--- src/rtl/dreg_univ_shift.sv ---
// WIDTH-bit universal shift register: hold/load/shift/rotate/clear plus an
// autonomous LSB-first serialiser with busy/done status.
module dreg_univ_shift #(
  parameter int               WIDTH   = 8,
  parameter logic [WIDTH-1:0] RST_VAL = '0
) (
  input  logic             clk,
  input  logic             rst,
  input  logic             en,
  input  logic [2:0]       mode,
  input  logic [WIDTH-1:0] d,
  input  logic             sin,
  output logic [WIDTH-1:0] q,
  output logic             ser_out,
  output logic             busy,
  output logic             done
);

  localparam int CW = (WIDTH > 2) ? $clog2(WIDTH) : 1;
  localparam logic [CW-1:0] CNT_LAST = CW'(WIDTH - 1);

  typedef enum logic {
    IDLE  = 1'b0,
    SHIFT = 1'b1
  } state_t;

  typedef enum logic [2:0] {
    M_HOLD  = 3'b000,
    M_LOAD  = 3'b001,
    M_SHL   = 3'b010,
    M_SHR   = 3'b011,
    M_ROL   = 3'b100,
    M_ROR   = 3'b101,
    M_CLEAR = 3'b110,
    M_SER   = 3'b111
  } mode_t;

  state_t           state, state_nxt;
  logic [WIDTH-1:0] q_nxt;
  logic [CW-1:0]    cnt, cnt_nxt;
  logic             done_nxt;

  // Command acceptance: an operation is taken on an edge where en=1 and
  // busy=0; while busy=1 all command inputs (en, mode, d, sin) are ignored.
  always_ff @(posedge clk) begin
    if (rst) begin
      state <= IDLE;
      q     <= RST_VAL;
      cnt   <= '0;
      done  <= 1'b0;
    end else begin
      state <= state_nxt;
      q     <= q_nxt;
      cnt   <= cnt_nxt;
      done  <= done_nxt;
    end
  end

  always_comb begin
    state_nxt = state;
    q_nxt     = q;
    cnt_nxt   = cnt;
    done_nxt  = 1'b0;
    case (state)
      IDLE: begin
        if (en) begin
          case (mode_t'(mode))
            M_HOLD:  q_nxt = q;
            M_LOAD:  q_nxt = d;
            M_SHL:   q_nxt = {q[WIDTH-2:0], sin};
            M_SHR:   q_nxt = {sin, q[WIDTH-1:1]};
            M_ROL:   q_nxt = {q[WIDTH-2:0], q[WIDTH-1]};
            M_ROR:   q_nxt = {q[0], q[WIDTH-1:1]};
            M_CLEAR: q_nxt = '0;
            M_SER: begin
              q_nxt     = d;
              cnt_nxt   = '0;
              state_nxt = SHIFT;
            end
            default: q_nxt = q;
          endcase
        end
      end
      SHIFT: begin
        // The last bit is already on ser_out; hold it one more cycle, then finish.
        if (cnt == CNT_LAST) begin
          state_nxt = IDLE;
          done_nxt  = 1'b1;
        end else begin
          q_nxt   = {1'b0, q[WIDTH-1:1]};
          cnt_nxt = cnt + 1'b1;
        end
      end
      default: state_nxt = IDLE;
    endcase
  end

  assign ser_out = q[0];
  assign busy    = (state == SHIFT);

endmodule

--- config.mk ---
export PLATFORM = sky130hd
export DESIGN_NAME = dreg_univ_shift
export DESIGN_NICKNAME = d
export VERILOG_FILES = /design/src/rtl/dreg_univ_shift.sv
export SDC_FILE = /design/constraint.sdc
export NUM_CORES = 1
export LEC_CHECK = 0
export BUFFER_PORTS_ARGS = -buffer_cell sky130_fd_sc_hd__buf_4
export CORE_MARGIN = 2
export CORE_UTILIZATION = 48
export DETAILED_ROUTE_END_ITERATION = 6
export PLACE_DENSITY = 0.85
export SYNTH_ARGS = -nofsm -noshare
export SYNTH_HDL_FRONTEND = slang
export SYNTH_SLANG_ARGS = --single-unit
--- constraint.sdc ---
create_clock -name clk -period 1.7 [get_ports clk]
set_input_delay 0.255 -clock clk [delete_from_list [all_inputs] [get_ports clk]]
set_output_delay 0.255 -clock clk [all_outputs]
set_load 0.02 [all_outputs]
Word level (Yosys, flattened, before mapping)

Index checks and enable logic that the tools add are counted.

Flip-flop bits (word level): 13
Input port bits: 15
Output and inout port bits: 11
Logic and storage cells: 36

Add/subtract/negate cells: 1
Equal/unequal tests: 12
Mux-type cells: 13
Bitwise logic cells: 1
Reduce and logical (&&, ||, !) cells: 5

Operators with widths:

| kind                | number |
|---|---|
| $pmux 8 s6          | 1 |
| $mux 8              | 2 |
| $pmux 8 s2          | 1 |
| $eq 3x3->1 const B  | 5 |
| $mux 3              | 3 |
| $eq 3x2->1 const B  | 2 |
| $ne 2x2->1 const B  | 3 |
| $pmux 3 s2          | 1 |
| $reduce_and 3->1    | 2 |
| $mux 1              | 4 |
| $reduce_or 2->1     | 2 |
| $add 3x1->3 const B | 1 |
| $eq 3x1->1 const B  | 1 |
| $logic_not 3->1     | 1 |
| $ne 2x1->1 const B  | 1 |
| $pmux 1 s2          | 1 |
| $not 1->1           | 1 |

Logic depth before layout (Yosys ltp)

Depth after elaboration: 5
Depth in mapped cells: 7
Gate-level depth less buffers: 6

Worst setup path before layout

No wires, ideal clock.

Kind: register to register
Start point: register cnt[0]
End point: register q[1]
Data arrival time: 1.462 ns
Slack: 0.147 ns
Cell stages (with the launch flop): 8
Path buffers: 1
Clock period less this slack: 1.553 ns
Cell sequence: dfxtp_1 -> ha_1 -> ha_1 -> and2b_4 -> o21bai_4 -> buf_6 -> nor2_1 -> a311oi_1

Longest elaborated chain between the ends: 3

RTL lines:

| element                    | line | RTL |
|---|---|---|
| from (decl)                | 40   | `logic [CW-1:0] cnt, cnt_nxt;` |
| from (signal assigned)     | 54   | `cnt <= cnt_nxt;` |
| $eq 3x3->1                 | 86   | `if (cnt == CNT_LAST) begin` |
| $ne 2x2->1 (no line)       | n/a  |  |
| $reduce_and 3->1 (no line) | n/a  |  |
| to (signal assigned)       | 53   | `q <= q_nxt;` |
| to (decl)                  | 13   | `output logic [WIDTH-1:0] q,` |

No other way between the ends.
A chain may end at the register's enable or synchronous reset.

Worst setup path in the final report

Start point: register cnt[0]
End point: register q[0]

Same word-level chain as after synthesis.

==> impl_metrics.ini <==
[placement]
gp_congestion = 0.745
io_buffers = 25
hpwl_mm = 1.30
dpl_cell_area_um2 = 942
dp_slack_ps = 94.0

[critical_path]
crit_top_cell = ha_1
worstReg2RegEnd = q[0]
cpLargestDelayFamily = compound AO/OA/AOI/OAI gates
slowest_stage = dfxtp_1
timing.rr.start = cnt[0]
r2r_setup_slack_ps = 80
crit_arrival_ps = 1800
setup.worst_path.start = cnt[0]
ff2ff_path_depth = 6
startpoint_type = register
cp.buffers_inverters = 1
critPathKind = register to register
cp_max_fo = 7
crit_required_ps = 1880
end_kind = register
slowest_delay_ps = 370
crit_chain = ha_1 > ha_1 > and2b_4 > o21bai_2 > buf_4 > a31o_2

[finish]
final_common_cell = buf_4
postLayoutCoreUtil_pct = 65.7
final_cell_mix = buf_4, dfxtp_1, nor2_1, a22oi_1, nand2_1
area_growth_pct = 25.8
antenna_cells = 0
drive_gt1_share_pct = 37.6
fin_area_um2 = 1000
nets = 127

[drt]
drc = 0
firstDrtPassIters = 4
drt-wirelength-per-cell_um = 15.2
drt_iter0_markers = 7
drt-total-wl_mm = 1.91
viasPerCell = 5.87
vias = 734
final_antenna_net_count = 0

[synth]
async_reset_ff_share_pct = 0
yosys.area_share.xor_xnor_pct = 3.46
synth.area.top_cells = dfxtp_1, a22oi_1, buf_6
muxShareOfSynthArea_pct = 3.77
synth_adder_area_share_pct = 3.14
syn_inst = 84
ys.flop_type = dfxtp_1
yosysSeqAreaShare_pct = 32.7
synth_edf_count = 0
synth_seq_cells = 13
synth_simple_gate_area_share_pct = 19.3
yosysWarnings = 0
netlist_area_um2 = 796
synth_top_family_by_area = compound AO/OA/AOI/OAI gates
yosys.cell_types.count = 30
yosysTopAreaCellShare_pct = 32.7
synth_fp_nets = 101
synth_compound_area_share_pct = 28.5
synth_top_area_cell = dfxtp_1
syn_area_per_cell_um2 = 9.47

[global_routing]
grt_pass1_vias = 652
track_usage_pct = 19.5
grt_pass1_wl_mm = 2.86
antenna_found_initial = 0
grt_max_degree = 16
grt_overflow_total = 0

[worst_hold_path]
min_path_cells = 2
min_to = q[2]
hp-start = rst
hold_path.class = input port to register

[clocking]
insertion_delay_ps = 280
cts_tree = yes
cts-htree-levels = 1
cts.sink_count = 13
cts.path.max_buffers = 2
cts_buffers = 3
path_clk_slew_ps = 80
clockRootBuffer = clkbuf_4

[sta]
worst_slew_pin_slew_ps = 525
worst_slack_ps = 81.6
finalSetupViolCount = 0
skew_ps = 4.99
finalHoldViolations = 0
fin_setup_tns_ps = 0
clock.fmax_mhz = 618
hold_ws_ps = 257
slew_violations = 0
finalCritPeriodShare_pct = 95.2
max_slew_margin_pct = 64.8
min_period_ps = 1620

[outcome]
status = finished, final reports clean

[pwr]
power_density_nw_per_um2 = 759
p_leak_uw = 0.000420
ir_drop_mv = 0.502

[run]
cap_violations = 0

[die]
coreArea_um2 = 1520
die_h_um = 44.7
die_w_um = 44.7
fp-row-count = 14
io_pins = 26
die_area_um2 = 2000
initial_core_util_pct = 52.2
-- synth_stat cells, drive strengths merged, types with 2 or more instances --
master,instances
a22oi,8
buf,6
nor2,11
inv,3
a311oi,6
nand2,8
a31oi,2
nand2b,3
o22ai,2
dfxtp,13
nor3,2
a21oi,3
ha,2
mux2i,3
-- cell type report --
cell class	instances	area, um^2
well taps	16	20.0
flip-flops and latches	13	260
multi-input cells	62	480
clock buffers	4	26.3
fillers	128	523
inverters	3	11.3
repair buffers	27	203
-- worst register-to-register path: stages, from the launching register on --
cell and delay (ps):
dfxtp_1 370, ha_1 160, ha_1 140, and2b_4 210, o21bai_2 270, buf_4 190, a31o_2 190
-- how the worst max path moves through the flow --
stage | end | slack, ps | depth (start not counted)
final | q[0] | 80 | 6
after global routing | q[0] | -5 | 6
after CTS | q[3] | 60 | 6
after detailed placement | q[4] | 90 | 6
after global placement | q[3] | 140 | 6
after floorplan | q[1] | 150 | 7
-- per-layer routing --
metal  GRT usage (%)  routed length (um)  share of wire (%)  up-vias
met2            31.0                 873                 46       19
met5               0                   0                  0        -
met1            26.4                 876                 46      344
met3            2.40                 100                5.2        5
met4            9.09                  55                2.9        0
li1                -                   -                  -      366
-- state kept, by name, summed over array words and instances, names as in the netlist --
name / flops
cnt: 3
busy: 1
done: 1
q: 8
-- what timing repair did --
item	CTS	global route
setup buffers	0	2
endpoints found under the setup margin	0	6
hold buffers	0	0
gates resized for setup	0	1
endpoints found under the hold margin	0	0
-- power by group --
part / switching, uW / internal (uW)
registers: 24.2 / 323
clock network: 107 / 91.2
logic: 113 / 101
-- cell families after synthesis --
logic type | Yosys count
xor gates and xnor gates | 1
adders and majority gates | 2
buffers and inverters | 10
DFF | 13
and+or+nand+nor | 28
AOI/OAI and AO/OA | 27
muxes | 3
-- stage by stage --
step                      total power (uW)  std cells
final                                  760        125
after global routing                   807        125
after CTS                              739        122
after detailed placement               554        118
after global placement                 547        118
after floorplan                        489         84
(Power assumes the default switching activity.)
